--- config.mk ---
export PLATFORM = sky130hd
export DESIGN_NAME = fetch_controller_flat
export DESIGN_NICKNAME = d
export VERILOG_FILES = /design/src/rtl/fetch_if.sv /design/src/rtl/fetch_controller.sv /design/src/flat_wrapper.sv
export SDC_FILE = /design/constraint.sdc
export NUM_CORES = 1
export LEC_CHECK = 0
export CAP_MARGIN = 20
export CORE_MARGIN = 3
export CORE_UTILIZATION = 48
export CTS_CLUSTER_SIZE = 25
export DETAILED_ROUTE_END_ITERATION = 10
export PLACE_DENSITY_LB_ADDON = 0.05
export SETUP_SLACK_MARGIN = 0.05
export SLEW_MARGIN = 20
export SYNTH_ARGS = -nofsm -noshare
export SYNTH_HDL_FRONTEND = slang
export SYNTH_SLANG_ARGS = --single-unit
--- constraint.sdc ---
create_clock -name clk -period 3.4 [get_ports clk]
set_input_delay 0.68 -clock clk [delete_from_list [all_inputs] [get_ports clk]]
set_output_delay 0.68 -clock clk [all_outputs]
set_load 0.05 [all_outputs]
--- src/rtl/fetch_if.sv ---
// Bundles the core-side and memory-side signals of the instruction fetch controller.
interface fetch_if #(
    parameter int PC_W   = 32,
    parameter int INST_W = 32
);
    logic              start;
    logic              stall;
    logic              redirect;
    logic [PC_W-1:0]   redirect_pc;
    logic [PC_W-1:0]   mem_pc;
    logic [INST_W-1:0] mem_inst;
    logic [INST_W-1:0] inst;
    logic              inst_valid;
    logic [PC_W-1:0]   fetch_pc;
    logic              busy;
    logic              halted;
    logic              err_oob;
    logic [31:0]       fetch_count;

    modport master (
        output start, stall, redirect, redirect_pc, mem_inst,
        input  mem_pc, inst, inst_valid, fetch_pc, busy, halted, err_oob, fetch_count
    );

    modport slave (
        input  start, stall, redirect, redirect_pc, mem_inst,
        output mem_pc, inst, inst_valid, fetch_pc, busy, halted, err_oob, fetch_count
    );
endinterface

--- src/rtl/fetch_controller.sv ---
// Program counter and read sequencer for a 1-cycle-latency instruction memory.
// Optional HALT_ON_NOP_EN: an accepted all-zero instruction halts fetching.
module fetch_controller #(
    parameter int PC_W   = 32,
    parameter int INST_W = 32,
    parameter int DEPTH  = 128
) (
    input  logic   clk,
    input  logic   rst_n,
    fetch_if.slave fif
);
    typedef enum logic [1:0] {IDLE, FETCH, HALT} state_t;

    localparam logic [PC_W-1:0] LAST_PC = PC_W'(DEPTH - 1);

    state_t            state_q, state_d;
    logic [PC_W-1:0]   pc_q, pc_d;
    logic              issued_q, issued_d;
    logic [PC_W-1:0]   fetch_pc_q, fetch_pc_d;
    logic              err_oob_q, err_oob_d;
    logic [31:0]       fetch_count_q, fetch_count_d;
    logic              inst_valid;
    logic              accept;
    logic              halt_nop;

    assign inst_valid = issued_q & (state_q == FETCH);
    assign accept     = inst_valid & ~fif.stall;

`ifdef HALT_ON_NOP_EN
    assign halt_nop = accept & (fif.mem_inst == '0) & ~fif.redirect;
`else
    assign halt_nop = 1'b0;
`endif

    // A stalled consumer re-reads the held address so the registered memory output stays put.
    assign fif.mem_pc      = (fif.stall & issued_q & ~fif.redirect) ? fetch_pc_q : pc_q;
    assign fif.inst        = fif.mem_inst;
    assign fif.inst_valid  = inst_valid;
    assign fif.fetch_pc    = fetch_pc_q;
    assign fif.busy        = (state_q == FETCH);
    assign fif.halted      = (state_q == HALT);
    assign fif.err_oob     = err_oob_q;
    assign fif.fetch_count = fetch_count_q;

    always_comb begin
        state_d       = state_q;
        pc_d          = pc_q;
        issued_d      = issued_q;
        fetch_pc_d    = fetch_pc_q;
        err_oob_d     = err_oob_q;
        fetch_count_d = fetch_count_q;
        case (state_q)
            IDLE, HALT: begin
                if (fif.start) begin
                    state_d       = FETCH;
                    pc_d          = '0;
                    issued_d      = 1'b0;
                    fetch_count_d = '0;
                    err_oob_d     = 1'b0;
                end
            end
            FETCH: begin
                if (accept) begin
                    fetch_count_d = fetch_count_q + 32'd1;
                end
                if (fif.redirect) begin
                    pc_d     = fif.redirect_pc;
                    issued_d = 1'b0;
                end else if (halt_nop) begin
                    state_d  = HALT;
                    issued_d = 1'b0;
                end else if (!fif.stall) begin
                    if (pc_q > LAST_PC) begin
                        state_d   = HALT;
                        err_oob_d = 1'b1;
                        issued_d  = 1'b0;
                    end else begin
                        fetch_pc_d = pc_q;
                        pc_d       = pc_q + 1'b1;
                        issued_d   = 1'b1;
                    end
                end
            end
            default: state_d = IDLE;
        endcase
    end

    always_ff @(posedge clk or negedge rst_n) begin
        if (!rst_n) begin
            state_q       <= IDLE;
            pc_q          <= '0;
            issued_q      <= 1'b0;
            fetch_pc_q    <= '0;
            err_oob_q     <= 1'b0;
            fetch_count_q <= '0;
        end else begin
            state_q       <= state_d;
            pc_q          <= pc_d;
            issued_q      <= issued_d;
            fetch_pc_q    <= fetch_pc_d;
            err_oob_q     <= err_oob_d;
            fetch_count_q <= fetch_count_d;
        end
    end
endmodule

--- src/flat_wrapper.sv ---
// flat-port wrapper written by rule: the top's interface ports become plain ports
module fetch_controller_flat 
#(
    parameter int PC_W   = 32,
    parameter int INST_W = 32,
    parameter int DEPTH  = 128
)
  (clk, rst_n, fif_start, fif_stall, fif_redirect, fif_redirect_pc, fif_mem_inst, fif_mem_pc, fif_inst, fif_inst_valid, fif_fetch_pc, fif_busy, fif_halted, fif_err_oob, fif_fetch_count);
  fetch_if #(.PC_W(PC_W), .INST_W(INST_W)) fif_i ();
  input  logic clk;
  input  logic rst_n;
  input wire logic [$bits(fif_i.start)-1:0] fif_start;
  input wire logic [$bits(fif_i.stall)-1:0] fif_stall;
  input wire logic [$bits(fif_i.redirect)-1:0] fif_redirect;
  input wire logic [$bits(fif_i.redirect_pc)-1:0] fif_redirect_pc;
  input wire logic [$bits(fif_i.mem_inst)-1:0] fif_mem_inst;
  output wire logic [$bits(fif_i.mem_pc)-1:0] fif_mem_pc;
  output wire logic [$bits(fif_i.inst)-1:0] fif_inst;
  output wire logic [$bits(fif_i.inst_valid)-1:0] fif_inst_valid;
  output wire logic [$bits(fif_i.fetch_pc)-1:0] fif_fetch_pc;
  output wire logic [$bits(fif_i.busy)-1:0] fif_busy;
  output wire logic [$bits(fif_i.halted)-1:0] fif_halted;
  output wire logic [$bits(fif_i.err_oob)-1:0] fif_err_oob;
  output wire logic [$bits(fif_i.fetch_count)-1:0] fif_fetch_count;
  assign fif_i.start = fif_start;
  assign fif_i.stall = fif_stall;
  assign fif_i.redirect = fif_redirect;
  assign fif_i.redirect_pc = fif_redirect_pc;
  assign fif_i.mem_inst = fif_mem_inst;
  assign fif_mem_pc = fif_i.mem_pc;
  assign fif_inst = fif_i.inst;
  assign fif_inst_valid = fif_i.inst_valid;
  assign fif_fetch_pc = fif_i.fetch_pc;
  assign fif_busy = fif_i.busy;
  assign fif_halted = fif_i.halted;
  assign fif_err_oob = fif_i.err_oob;
  assign fif_fetch_count = fif_i.fetch_count;
  fetch_controller #(.PC_W(PC_W), .INST_W(INST_W), .DEPTH(DEPTH)) u_core (.clk(clk), .rst_n(rst_n), .fif(fif_i));
endmodule
==> run_results.csv, run 1 <==
group,metric,value,unit
outcome,status,"finished clean",
setup_path,crit_chain,"clkdlybuf4s50_1, nand3b_1, buf_4, mux2_2, buf_12",
cells_and_area,area_growth,32.5,%
detailed_routing,routed_via_density,5.78,
synthesis,async_flop_share,1.00,
synthesis,synth_top_cell_by_area,"dfrtp_1",
grt,grt.met2_usage,0.357,
sta,drv_slew,0,
sta,clock_skew,6.91,ps
detailed_routing,routed_wl,13700,µm
setup_path,cp_max_fo,17,
grt,grt-busiest-layer,"met2",
pwr,sequentialPowerShare,0.364,
clock_network,cts_setup_buffers,0,
pwr,pwr-share-comb,0.472,
setup_path,slowest_stage,"clkdlybuf4s50_1",
grt,grt_pass1_wl,23000,µm
clock_network,cts_buffer_depth,2,
sta,relSlewSlack,0.524,
synthesis,synthesis.area,5340,µm²
place,gp_congestion,0.812,
setup_path,crit_buf_inv,3,
sta,setup_viol,0,
grt,grt_use_met3,0.0522,
sta,worst_pin_slew,714,ps
floorplanning,rows,37,
synthesis,synth_edf_count,0,
cells_and_area,layout-drive-gt1-share,0.176,
setup_path,startpoint_type,"input pin",
cells_and_area,fillers,834,
synthesis,synth_ff_type,"dfrtp_1",
synthesis,netlist_instances,528,
synthesis,yosys_warnings,0,
clock_network,clock_latency,360,ps
sta,fmax,0.339,GHz
setup_path,critPathRequiredTime,2720,ps
pwr,sw_frac_of_total,0.405,
clock_network,cts.sinks,100,
detailed_routing,vias,4430,
synthesis,synthTopCellsByArea,"dfrtp_1 47%, mux2_2 7.6%, buf_4 4.6%",
detailed_routing,drt_iter0_markers,364,
clock_network,ctsHoldBuffers,0,
place,preCtsSetupSlack,468,ps
setup_path,cpPeakStageDelay,530,ps
grt,grt_pass1_vias,4599,
detailed_routing,routedWlPerCell,17.9,µm
synthesis,ys_seq_elements,100,
place,placed_area,6900,µm²
worst_hold_path,hold_class,"in -> async",
pwr,p_int,2600,µW
floorplanning,ios,201,
sta,finalHoldViolations,0,
sta,setup_tns,0,ps
setup_path,critPathArrivalTime,2270,ps
pwr,powerDensity,618,nW/µm²
grt,grt_usage,0.225,
setup_path,cp_top_family,"buffers and inverters",
floorplanning,die_w,111,µm
pwr,peakVddDrop,0.000550,V
clock_network,htreeDepth,3,
synthesis,yosysUniqueCellTypes,59,
sta,fin_crit,2950,ps
synthesis,seq_area_frac_synth,0.469,
clock_network,cts_tree,"yes",
setup_path,path_class,"in -> out",
synthesis,synth.most_common_cell,"dfrtp_1",
pwr,switchingPower,1770,µW
clock_network,cts_root_buffer,"clkbuf_8",
grt,grt_max_degree,55,
synthesis,postSynthAreaPerCell,10.1,µm²
grt,antenna_found_initial,0,
grt,grt_use_met1,0.293,
sta,setup_ws,452,ps
setup_path,cp-end-kind,"primary output",
pwr,clkPwrFrac,0.164,
cells_and_area,fin_nets,698,
floorplanning,initial_utilization,0.506,
clock_network,cts_resized,0,
floorplanning,coreArea,10600,µm²
cells_and_area,ff_latch_area,2500,µm²
flow_run,cap_violations,0,
synthesis,yosysTopAreaCellShare,0.469,
floorplanning,die_h,111,µm
synthesis,syn_nets,599,
cells_and_area,fin_util,0.670,
detailed_routing,drc,0,
sta,rsz0062_at_grt,"false",
pwr,p_leak,0.00305,µW
detailed_routing,first_pass_iters,4,
setup_path,r2r_cells,5,
cells_and_area,multi_input_area,2430,µm²
floorplanning,die_area,12400,µm²
clock_network,numCtsBuffers,9,
grt,overflow,0,
cells_and_area,diodes,0,
detailed_routing,drtAntennaViolNets,0,
place,dp_hpwl,9920,µm
place,io_buffers,136,
setup_path,path_depth,5,
cells_and_area,final_cell_area,7070,µm²
synthesis,yosys-top-cells-count,"100 x dfrtp_1, 40 x nor2_1, 36 x mux2_2, 35 x nand2_1, 33 x buf_4",
clock_network,cts.clk_slew.worst_paths,90,ps
sta,post-route-period-util,0.867,
[layer usage]
| layer | wire length, µm | up-vias |
|---|---|---|
| met5 | 0 | - |
| li1 | - | 2042 |
| met1 | 5940 | 2180 |
| met4 | 453 | 0 |
| met3 | 878 | 58 |
| met2 | 6460 | 150 |
[worst paths after layout]
path                                                     start                                      to  slack, ps
max                                                  fif_stall                           fif_mem_pc[8]        450
max reg2reg                         u_core.pc_q[7]$_DFFE_PN0P_     u_core.fif.fetch_pc[26]$_DFFE_PN0P_        960
min                                                      rst_n  u_core.fif.fetch_count[21]$_DFFE_PN0P_        370
min reg2reg                u_core.fif.fetch_pc[12]$_DFFE_PN0P_     u_core.fif.fetch_pc[12]$_DFFE_PN0P_        520
max in group asynchronous                                rst_n             u_core.pc_q[24]$_DFFE_PN0P_       2240
min in group clk           u_core.fif.fetch_pc[12]$_DFFE_PN0P_     u_core.fif.fetch_pc[12]$_DFFE_PN0P_        520
[flip-flops by register name (all words and copies together), names as in the netlist]
| register | flops |
|---|---|
| u_core.fif.fetch_count | 32 |
| u_core.pc_q | 32 |
| u_core.fif.fetch_pc | 32 |
| u_core.state_q | 2 |
| u_core.issued_q | 1 |
| u_core.fif.err_oob | 1 |
[cell usage in the layout (no fill, tap or decap), drive strengths merged, types with 14 or more instances in the layout]
cell type      instances
a21oi                 14
and2                  30
buf                   46
clkdlybuf4s50        103
dfrtp                100
mux2                  40
nand2                 35
nand3                 15
nand4                 22
nor2                  40
nor3                  14
o21ai                 30
xor2                  22
[area by class of cell]
| cell class | instances | share of cell area |
|---|---|---|
| flip-flops and latches | 100 | 0.354 |
| multi-input cells | 360 | 0.343 |
| inverters | 7 | 0.00371 |
| repair buffers | 149 | 0.251 |
| well taps | 136 | 0.0241 |
| clock buffers | 11 | 0.0186 |
| clock inverters | 3 | 0.00566 |
[power by group through the flow]
stage	sequential (µW)	combinational (µW)	clock [µW]
2_1_floorplan	1600	1230	0
3_3_place_gp	1600	2050	0
3_5_place_dp	1610	2070	0
4_1_cts	1590	2080	735
5_1_grt	1620	2170	783
6_report	1590	2060	716
[cell families (layout without fill, tap and decap cells)]
logic type	after synthesis	count (layout)	synth area share
and+or+nand+nor	208	208	0.217
DFF	100	100	0.469
AOI/OAI and AO/OA	82	82	0.0991
buffers and inverters	68	170	0.0771
muxes	41	41	0.0891
xor gates and xnor gates	27	27	0.0443
adders and majority gates	2	2	0.00469
[metrics by stage]
step           hold WS (ps)  std cells  power (µW)
3_3_place_gp            495        752        3660
5_1_grt                 411        766        4580
3_5_place_dp            497        752        3680
2_1_floorplan           384        528        2830
4_1_cts                 385        766        4400
6_report                370        766        4370
(Power assumes the default switching activity.)
==> inputs of run 2 (changes only) <==
--- a/config.mk
+++ b/config.mk
@@ -6,7 +6,7 @@
 export NUM_CORES = 1
 export LEC_CHECK = 0
 export CAP_MARGIN = 20
-export CORE_MARGIN = 3
+export CORE_MARGIN = 1.5
 export CORE_UTILIZATION = 48
 export CTS_CLUSTER_SIZE = 25
 export DETAILED_ROUTE_END_ITERATION = 10
==> run_results.csv, run 2 (synthesis results as in run 1) <==
group,metric,value,unit
outcome,status,"finished clean",
cells_and_area,fin_nets,698,
grt,grt_pass1_vias,4401,
cells_and_area,diodes,0,
detailed_routing,routed_wl,13200,µm
detailed_routing,drt_iter0_markers,217,
clock_network,cts.clk_slew.worst_paths,110,ps
pwr,p_leak,0.00303,µW
setup_path,r2r_start,"u_core.pc_q[7]$_DFFE_PN0P_",
floorplanning,rows,38,
setup_path,endpoint,"fif_mem_pc[25]",
worst_hold_path,hold_class,"in -> async",
sta,fmax,0.341,GHz
place,preCtsSetupSlack,447,ps
clock_network,clock_latency,370,ps
detailed_routing,drtAntennaViolNets,0,
sta,hold_slack,373,ps
setup_path,r2r_cells,5,
cells_and_area,area_growth,32.7,%
pwr,peakVddDrop,0.000492,V
cells_and_area,final_cell_mix,"103 x clkdlybuf4s50_1, 100 x dfrtp_1, 39 x nor2_1, 36 x mux2_2, 35 x nand2_1",
place,io_buffers,136,
setup_path,cp-startpoint,"fif_stall",
detailed_routing,routedWlPerCell,17.2,µm
setup_path,path_class,"in -> out",
sta,clock_skew,16.8,ps
setup_path,critPathRequiredTime,2720,ps
floorplanning,coreArea,10800,µm²
floorplanning,ios,201,
setup_path,startpoint_type,"input pin",
detailed_routing,first_pass_iters,4,
pwr,powerDensity,614,nW/µm²
clock_network,cts_tree,"yes",
place,placedCellCount,756,
setup_path,critPathArrivalTime,2260,ps
sta,setup_tns,0,ps
sta,rsz0062_at_grt,"false",
cells_and_area,final_cells,772,
setup_path,cp_max_fo,19,
detailed_routing,routed_via_density,5.64,
clock_network,cts_setup_buffers,0,
clock_network,cts_resized,0,
grt,grt_usage,0.234,
floorplanning,die_w,108,µm
sta,fin_crit,2940,ps
grt,grt_max_degree,63,
clock_network,cts_buffer_depth,2,
place,dp_hpwl,9660,µm
setup_path,r2r_slack,950,ps
setup_path,rr_endpoint,"u_core.fif.fetch_pc[17]$_DFFE_PN0P_",
detailed_routing,drc,0,
clock_network,htreeDepth,3,
floorplanning,die_h,108,µm
sta,relSlewSlack,0.446,
grt,overflow,0,
sta,setup_ws,465,ps
detailed_routing,vias,4352,
sta,drv_slew,0,
setup_path,cp-end-kind,"primary output",
sta,setup_viol,0,
clock_network,cts_root_buffer,"clkbuf_8",
cells_and_area,layout-drive-gt1-share,0.180,
floorplanning,die_area,11800,µm²
clock_network,ctsHoldBuffers,0,
grt,antenna_found_initial,0,
place,gp_congestion,0.799,
clock_network,numCtsBuffers,9,
cells_and_area,fillers,904,
sta,worst_pin_slew,831,ps
flow_run,cap_violations,0,
sta,post-route-period-util,0.863,
grt,grt_pass1_wl,21700,µm
floorplanning,initial_utilization,0.492,
sta,finalHoldViolations,0,
clock_network,cts.sinks,100,
cells_and_area,final_common_cell,"clkdlybuf4s50_1",
==> run 2: changes by cell type in the layout (fill, tap and decap cells not counted), sizes merged <==
cell,change
clkinvlp,+4
bufinv,-1
clkbuf,-1
clkinv,-1
inv,+1
==> run 2: worst min-delay path by stage <==
stage,slack (ps),cells past startpoint,to
final,370,1,u_core.fif.fetch_count[10]$_DFFE_PN0P_
after global routing,460,1,u_core.fif.fetch_count[10]$_DFFE_PN0P_
after CTS,420,1,u_core.fif.fetch_count[10]$_DFFE_PN0P_
after detailed placement,490,1,u_core.fif.fetch_pc[28]$_DFFE_PN0P_
after global placement,490,1,u_core.fif.fetch_pc[13]$_DFFE_PN0P_
after floorplan,380,0,u_core.fif.err_oob$_DFFE_PN0P_
==> run 2: critical path, stage by stage <==
cell and delay, ps:
clkdlybuf4s50_1 530, nand3b_1 180, buf_4 290, mux2_2 400, buf_12 150
==> run 2: where the power goes <==
part	switching, µW	total, µW	internal (µW)
Clock	427	700	273
Sequential	247	1600	1350
Combinational	1130	2050	921
==> run 2: final cells by class <==
| class | instances | area, µm² | share of cell area |
|---|---|---|---|
| inverter | 7 | 26.3 | 0.00371 |
| sequential | 100 | 2500 | 0.353 |
| timing repair buffer | 149 | 1780 | 0.251 |
| clock inverter | 6 | 50.0 | 0.00706 |
| multi-input combinational | 360 | 2430 | 0.343 |
| tap | 140 | 175 | 0.0247 |
| clock buffer | 10 | 128 | 0.0180 |
==> run 2: stage by stage <==
| step | total power [µW] | cell area (µm²) | utilization |
|---|---|---|---|
| global route | 4540 | 7090 | 0.654 |
| finish | 4350 | 7090 | 0.654 |
| detailed placement | 3670 | 6910 | 0.637 |
| global placement | 3650 | 6910 | 0.637 |
| CTS | 4380 | 7090 | 0.654 |
| floorplan | 2830 | 5340 | - |
==> run 2: routing by layer <==
| metal | track usage | vias up | routed length [µm] |
|---|---|---|---|
| li1 | - | 2047 | - |
| met1 | 0.315 | 2154 | 5880 |
| met2 | 0.375 | 134 | 6400 |
| met3 | 0.0506 | 17 | 780 |
| met4 | 0.0771 | 0 | 180 |
| met5 | 0 | - | 0 |
==> inputs of run 3 (changes only) <==
--- a/config.mk
+++ b/config.mk
@@ -5,6 +5,7 @@
 export SDC_FILE = /design/constraint.sdc
 export NUM_CORES = 1
 export LEC_CHECK = 0
+export ABC_CLOCK_PERIOD_IN_PS = 3400
 export CAP_MARGIN = 20
 export CORE_MARGIN = 1.5
 export CORE_UTILIZATION = 48
==> results of run 3 <==
Same layout as run 2: the final DEF is identical, and so are final timing and power.
